[src/rtl/sram_arbiter_pkg.sv]
// Shared widths, owner encoding and tag layout for the SRAM arbiter.
package sram_arbiter_pkg;

    localparam int SRAM_AW  = 64;
    localparam int SRAM_DW  = 64;
    localparam int SRAM_SW  = 8;
    localparam int STREAK_W = 3;

    typedef enum logic {
        OWN_INST = 1'b0,
        OWN_DATA = 1'b1
    } owner_e;

    typedef struct packed {
        logic   valid;
        owner_e owner;
    } tag_t;

endpackage

[src/rtl/sram_tag_pipe.sv]
// Latency-matched shift register of {valid, owner} tags; the last stage lines
// up with the SRAM read data of the access that loaded stage 0.
module sram_tag_pipe
    import sram_arbiter_pkg::*;
#(
    parameter int SRAM_LAT = 1
) (
    input  logic clk,
    input  logic rst_n,
    input  tag_t tag_in,
    output tag_t tag_out
);

    tag_t [SRAM_LAT-1:0] stage_q;
    tag_t [SRAM_LAT-1:0] stage_d;

    always_comb begin
        stage_d[0] = tag_in;
        for (int i = 1; i < SRAM_LAT; i++) begin
            stage_d[i] = stage_q[i-1];
        end
    end

    // NOTE: every tag is cleared on reset so an access issued before reset can
    // never surface as a response afterwards; non-blocking keeps the shift ordered.
    always_ff @(posedge clk or negedge rst_n) begin
        if (!rst_n) begin
            stage_q <= '0;
        end else begin
            stage_q <= stage_d;
        end
    end

    assign tag_out = stage_q[SRAM_LAT-1];

endmodule

[src/rtl/sram_arbiter.sv]
// Arbitrates the single-ported SRAM between the fetch (inst) and memory (data)
// ports: data wins, a saturating streak counter bounds instruction starvation.
module sram_arbiter
    import sram_arbiter_pkg::*;
#(
    parameter int SRAM_LAT   = 1,
    parameter int MAX_STREAK = 4
) (
    input  logic               clk,
    input  logic               reset,
    input  logic               inst_req,
    input  logic [SRAM_AW-1:0] inst_addr,
    output logic               inst_addr_ok,
    output logic               inst_data_ok,
    output logic [SRAM_DW-1:0] inst_rdata,
    input  logic               data_req,
    input  logic               data_wr,
    input  logic [SRAM_SW-1:0] data_wstrb,
    input  logic [SRAM_AW-1:0] data_addr,
    input  logic [SRAM_DW-1:0] data_wdata,
    output logic               data_addr_ok,
    output logic               data_data_ok,
    output logic [SRAM_DW-1:0] data_rdata,
    output logic               sram_en,
    output logic [SRAM_SW-1:0] sram_we,
    output logic [SRAM_AW-1:0] sram_addr,
    output logic [SRAM_DW-1:0] sram_wdata,
    input  logic [SRAM_DW-1:0] sram_rdata
);

    localparam logic [STREAK_W-1:0] STREAK_LIMIT = STREAK_W'(MAX_STREAK);

    logic                grant_inst;
    logic                grant_data;
    logic [STREAK_W-1:0] streak_q;
    logic [STREAK_W-1:0] streak_d;
    tag_t                tag_in;
    tag_t                tag_out;

    // NOTE: defaults first in every always_comb so no path leaves a signal
    // unassigned and infers a latch.
    always_comb begin
        grant_inst = 1'b0;
        grant_data = 1'b0;
        if (reset) begin
            if (data_req && !(inst_req && streak_q == STREAK_LIMIT)) begin
                grant_data = 1'b1;
            end else if (inst_req) begin
                grant_inst = 1'b1;
            end
        end
    end

    // Counts data grants that jumped a waiting instruction request.
    always_comb begin
        streak_d = streak_q;
        if (!inst_req || grant_inst) begin
            streak_d = '0;
        end else if (grant_data && streak_q != '1) begin
            streak_d = streak_q + 1'b1;
        end
    end

    always_ff @(posedge clk or negedge reset) begin
        if (!reset) begin
            streak_q <= '0;
        end else begin
            streak_q <= streak_d;
        end
    end

    always_comb begin
        sram_en      = grant_inst | grant_data;
        sram_we      = (grant_data && data_wr) ? data_wstrb : '0;
        sram_addr    = {(grant_data ? data_addr[SRAM_AW-1:3] : inst_addr[SRAM_AW-1:3]), 3'b000};
        sram_wdata   = data_wdata;
        inst_addr_ok = grant_inst;
        data_addr_ok = grant_data;
        tag_in.valid = grant_inst | grant_data;
        tag_in.owner = grant_data ? OWN_DATA : OWN_INST;
    end

    sram_tag_pipe #(
        .SRAM_LAT (SRAM_LAT)
    ) u_tag_pipe (
        .clk     (clk),
        .rst_n   (reset),
        .tag_in  (tag_in),
        .tag_out (tag_out)
    );

    assign inst_data_ok = tag_out.valid && (tag_out.owner == OWN_INST);
    assign data_data_ok = tag_out.valid && (tag_out.owner == OWN_DATA);
    assign inst_rdata   = sram_rdata;
    assign data_rdata   = sram_rdata;

endmodule
[config.mk]
export PLATFORM = sky130hd
export DESIGN_NAME = sram_arbiter
export DESIGN_NICKNAME = d
export VERILOG_FILES = /design/src/rtl/sram_arbiter_pkg.sv /design/src/rtl/sram_tag_pipe.sv /design/src/rtl/sram_arbiter.sv
export SDC_FILE = /design/constraint.sdc
export NUM_CORES = 1
export LEC_CHECK = 0
export CORE_AREA = 2 2 210 212
export DETAILED_ROUTE_END_ITERATION = 10
export DIE_AREA = 0 0 212 214
export PLACE_DENSITY = 0.36
export SYNTH_ARGS = -nofsm -noshare
export SYNTH_HDL_FRONTEND = slang
export SYNTH_SLANG_ARGS = --single-unit
[constraint.sdc]
create_clock -name clk -period 2.7 [get_ports clk]
set_input_delay 0.54 -clock clk [delete_from_list [all_inputs] [get_ports clk]]
set_output_delay 0.54 -clock clk [all_outputs]
set_load 0.02 [all_outputs]
==> summary.txt <==
crit end category -> output pin
Pleak -> 1.73 nW
synthesized area -> 0.00289 mm^2
area after detailed placement -> 0.00433 mm^2
met2 usage -> 8.10%
P_int -> 0.674 mW
Vias/cell -> 2.23
die footprint -> 0.0454 mm^2
Antenna Violating Nets Remaining -> 0
first-pass GRT wire length -> 16500 um
WL/cell -> 14.4 um
Ys Warns -> 0
share of layout cells above drive strength 1 -> 42.7%
Core Rows -> 76
ant diodes -> 0
residual DRC count -> 0
most frequent cells in the layout -> clkdlybuf4s50_1 (136), mux2_4 (61), buf_2 (23)
GR Overflow Total -> 0
Critical Path, Cell by Cell -> clkdlybuf4s50_1 -> and3_4 -> buf_4 -> buf_4 -> mux2_4 -> buf_4
clock power share -> 24.5%
f_max -> 374 MHz
VDD IR max -> 128 uV
RSZ-0062 raised after global routing -> true
Worst Path Arrival -> 2.13 ns
Final period util -> 98.9%
core area -> 0.0429 mm^2
WHS Endpoint -> streak_q[0]$_DFFE_PN0P_
DR iter-0 viols -> 36
Cells after Synth -> 305
Setup CP Type -> input port to output pin
share of the yosys chip area belonging to registers -> 4.33%
die width -> 212 um
Nets -> 608
Worst-Skew Late Latency -> 0.23 ns
cell family with most CP delay -> buffers and inverters
outcome -> finished, final reports clean
Max Slew Vio Count -> 0
area delta synth->final -> 49.8%
hold crit path type -> register to register
Sw Ratio -> 31.6%
Global Route met3 Usage -> 4.66%
logic gate share of total power -> 67.4%
FF-to-FF End -> streak_q[0]$_DFFE_PN0P_
CTS tree -> built
crit path max fanout -> 9
Final setup viols -> 0
Fin. Hold Viols -> 0
leading cell type in the layout, fill and taps excluded -> clkdlybuf4s50_1
Top-Level Pins -> 538
router iterations before antenna repair -> 4
Max stage delay on crit path -> 0.48 ns
CP dominant cell by count -> buf_4
clock sinks -> 5
Worst EP required -> 2.16 ns
# Max-Cap Violations -> 0
PD cells -> 228 mW/mm^2
# hold bufs at CTS -> 0
WL final -> 13300 um
vias in the first global route -> 2267
grt met1 use -> 5.03%
Hold Crit Depth -> 3
Syn Area/Cell -> 9.47 um^2
CP max-delay cell -> clkdlybuf4s50_1
CTS H-tree lvls -> 1
grt peak-use layer -> met2
Final min period -> 2.67 ns
Initial Util -> 6.73%
finished layout cell area -> 0.00433 mm^2
Vias -> 2051
FF-to-FF setup slack -> 1.24 ns
FF+latch count, synth -> 5
R2R Path Start -> streak_q[0]$_DFFE_PN0P_
reg2reg path depth -> 6
Setup Skew -> 0.000798 ns
Port Buffers -> 208
Total Power -> 0.985 mW
antenna violations before repair -> 0
largest net degree at the start of global routing -> 18
min-delay src -> streak_q[0]$_DFFE_PN0P_
Die Y -> 214 um
Flop pwr share -> 8.1%
gr usage total -> 5.16%
Synth cell types -> 21
setup total negative slack -> 0 ns
clk slew on worst S/H paths -> 0.03 ns
Max Root-Sink Buffers -> 2
CP Launch Type -> input port
Buf/Inv on CP -> 4
Placer Congestion -> 0.702
switching pwr -> 0.311 mW
clk root buf -> clkbuf_16
CTS Buf Count -> 3
HPWL after DPL -> 11400 um
fill cell count -> 4934
state kept, by name, indices dropped and copies added (netlist names):
name	cells
streak_q	3
u_tag_pipe.tag_out	2
final cells by class:
| type | instances | area (um^2) | share of cell area (%) |
|---|---|---|---|
| Multi-Input combinational cell | 96 | 1140 | 26.4 |
| Tap cell | 585 | 732 | 16.9 |
| Inverter | 3 | 11.3 | 0.260 |
| Clock buffer | 4 | 78.8 | 1.82 |
| Timing Repair Buffer | 227 | 2230 | 51.7 |
| Sequential cell | 5 | 125 | 2.89 |
routing by layer:
metal | vias up | wire, um | part of all wire, %
li1 | 857 | - | -
met1 | 859 | 4610 | 35
met2 | 304 | 5460 | 41
met3 | 31 | 2970 | 22
met4 | 0 | 210 | 1.6
met5 | - | 0 | 0
power groups by stage:
stage	Clock [mW]	Combinational, mW	Sequential, mW
floorplan	0	0.714	0.0801
global placement	0	0.712	0.0802
detailed placement	0	0.709	0.0802
CTS	0.247	0.685	0.0794
global route	0.253	0.704	0.0799
finish	0.242	0.664	0.0794
worst max path at each step:
stage / start / end / slack [ns] / depth (start not counted)
after CTS: data_req / sram_addr[29] / -0.006 / 5
after global routing: data_req / sram_addr[57] / -0.06 / 6
final: data_req / sram_addr[61] / 0.03 / 6
after detailed placement: inst_req / sram_addr[32] / -0.45 / 6
after floorplan: streak_q[0]$_DFFE_PN0P_ / sram_addr[10] / 0.65 / 7
after global placement: inst_req / sram_addr[32] / -0.45 / 6
kinds of logic after synthesis:
group | share of synthesized area, %
and+or+nand+nor | 4.72
AOI/OAI and AO/OA | 1.47
DFF | 4.33
buffers and inverters | 56.3
other | 0.130
adders and majority gates | 1.30
muxes | 31.7
synthesized netlist by cell type:
library cell / instances / share of area [%]
a21boi_0: 1 / 0.26
a21oi_1: 3 / 0.52
and2_1: 1 / 0.22
and3_1: 9 / 1.9
and3_4: 1 / 0.39
and3b_1: 1 / 0.30
buf_12: 7 / 4.9
buf_4: 195 / 51
buf_6: 1 / 0.39
conb_1: 1 / 0.13
dfrtp_1: 5 / 4.3
ha_1: 3 / 1.3
inv_1: 3 / 0.39
mux2_4: 61 / 32
nand3_1: 3 / 0.52
nand3_2: 1 / 0.35
nand3b_1: 1 / 0.26
nor2_1: 2 / 0.26
nor2b_1: 1 / 0.22
nor3b_1: 1 / 0.26
o21ai_0: 4 / 0.69
per-stage QoR:
step	setup WS, ns	hold slack [ns]	instances	utilization [%]
2_1_floorplan	0.653	0.244	307	-
3_3_place_gp	-0.450	0.566	911	10.1
3_5_place_dp	-0.449	0.564	911	10.1
4_1_cts	-0.00566	0.569	920	10.2
5_1_grt	-0.0574	0.595	920	10.1
6_report	0.0292	0.566	920	10.1
worst register-to-register path: cells and delay by family (launching register included):
kind	cells	cell delay (ns)
compound gates	1	0.15
flops	1	0.37
simple gates	2	0.34
fa+ha+maj	2	0.38
buf+inv	1	0.14
repair_timing:
action	CTS	global route
pin swaps	1	0
setup buffers	5	1
gates cloned	1	0
endpoints found under the setup margin	64	37
gates resized for setup	142	26
endpoints found under the hold margin	0	0
Note: power is estimated with default switching activity, not from simulation.
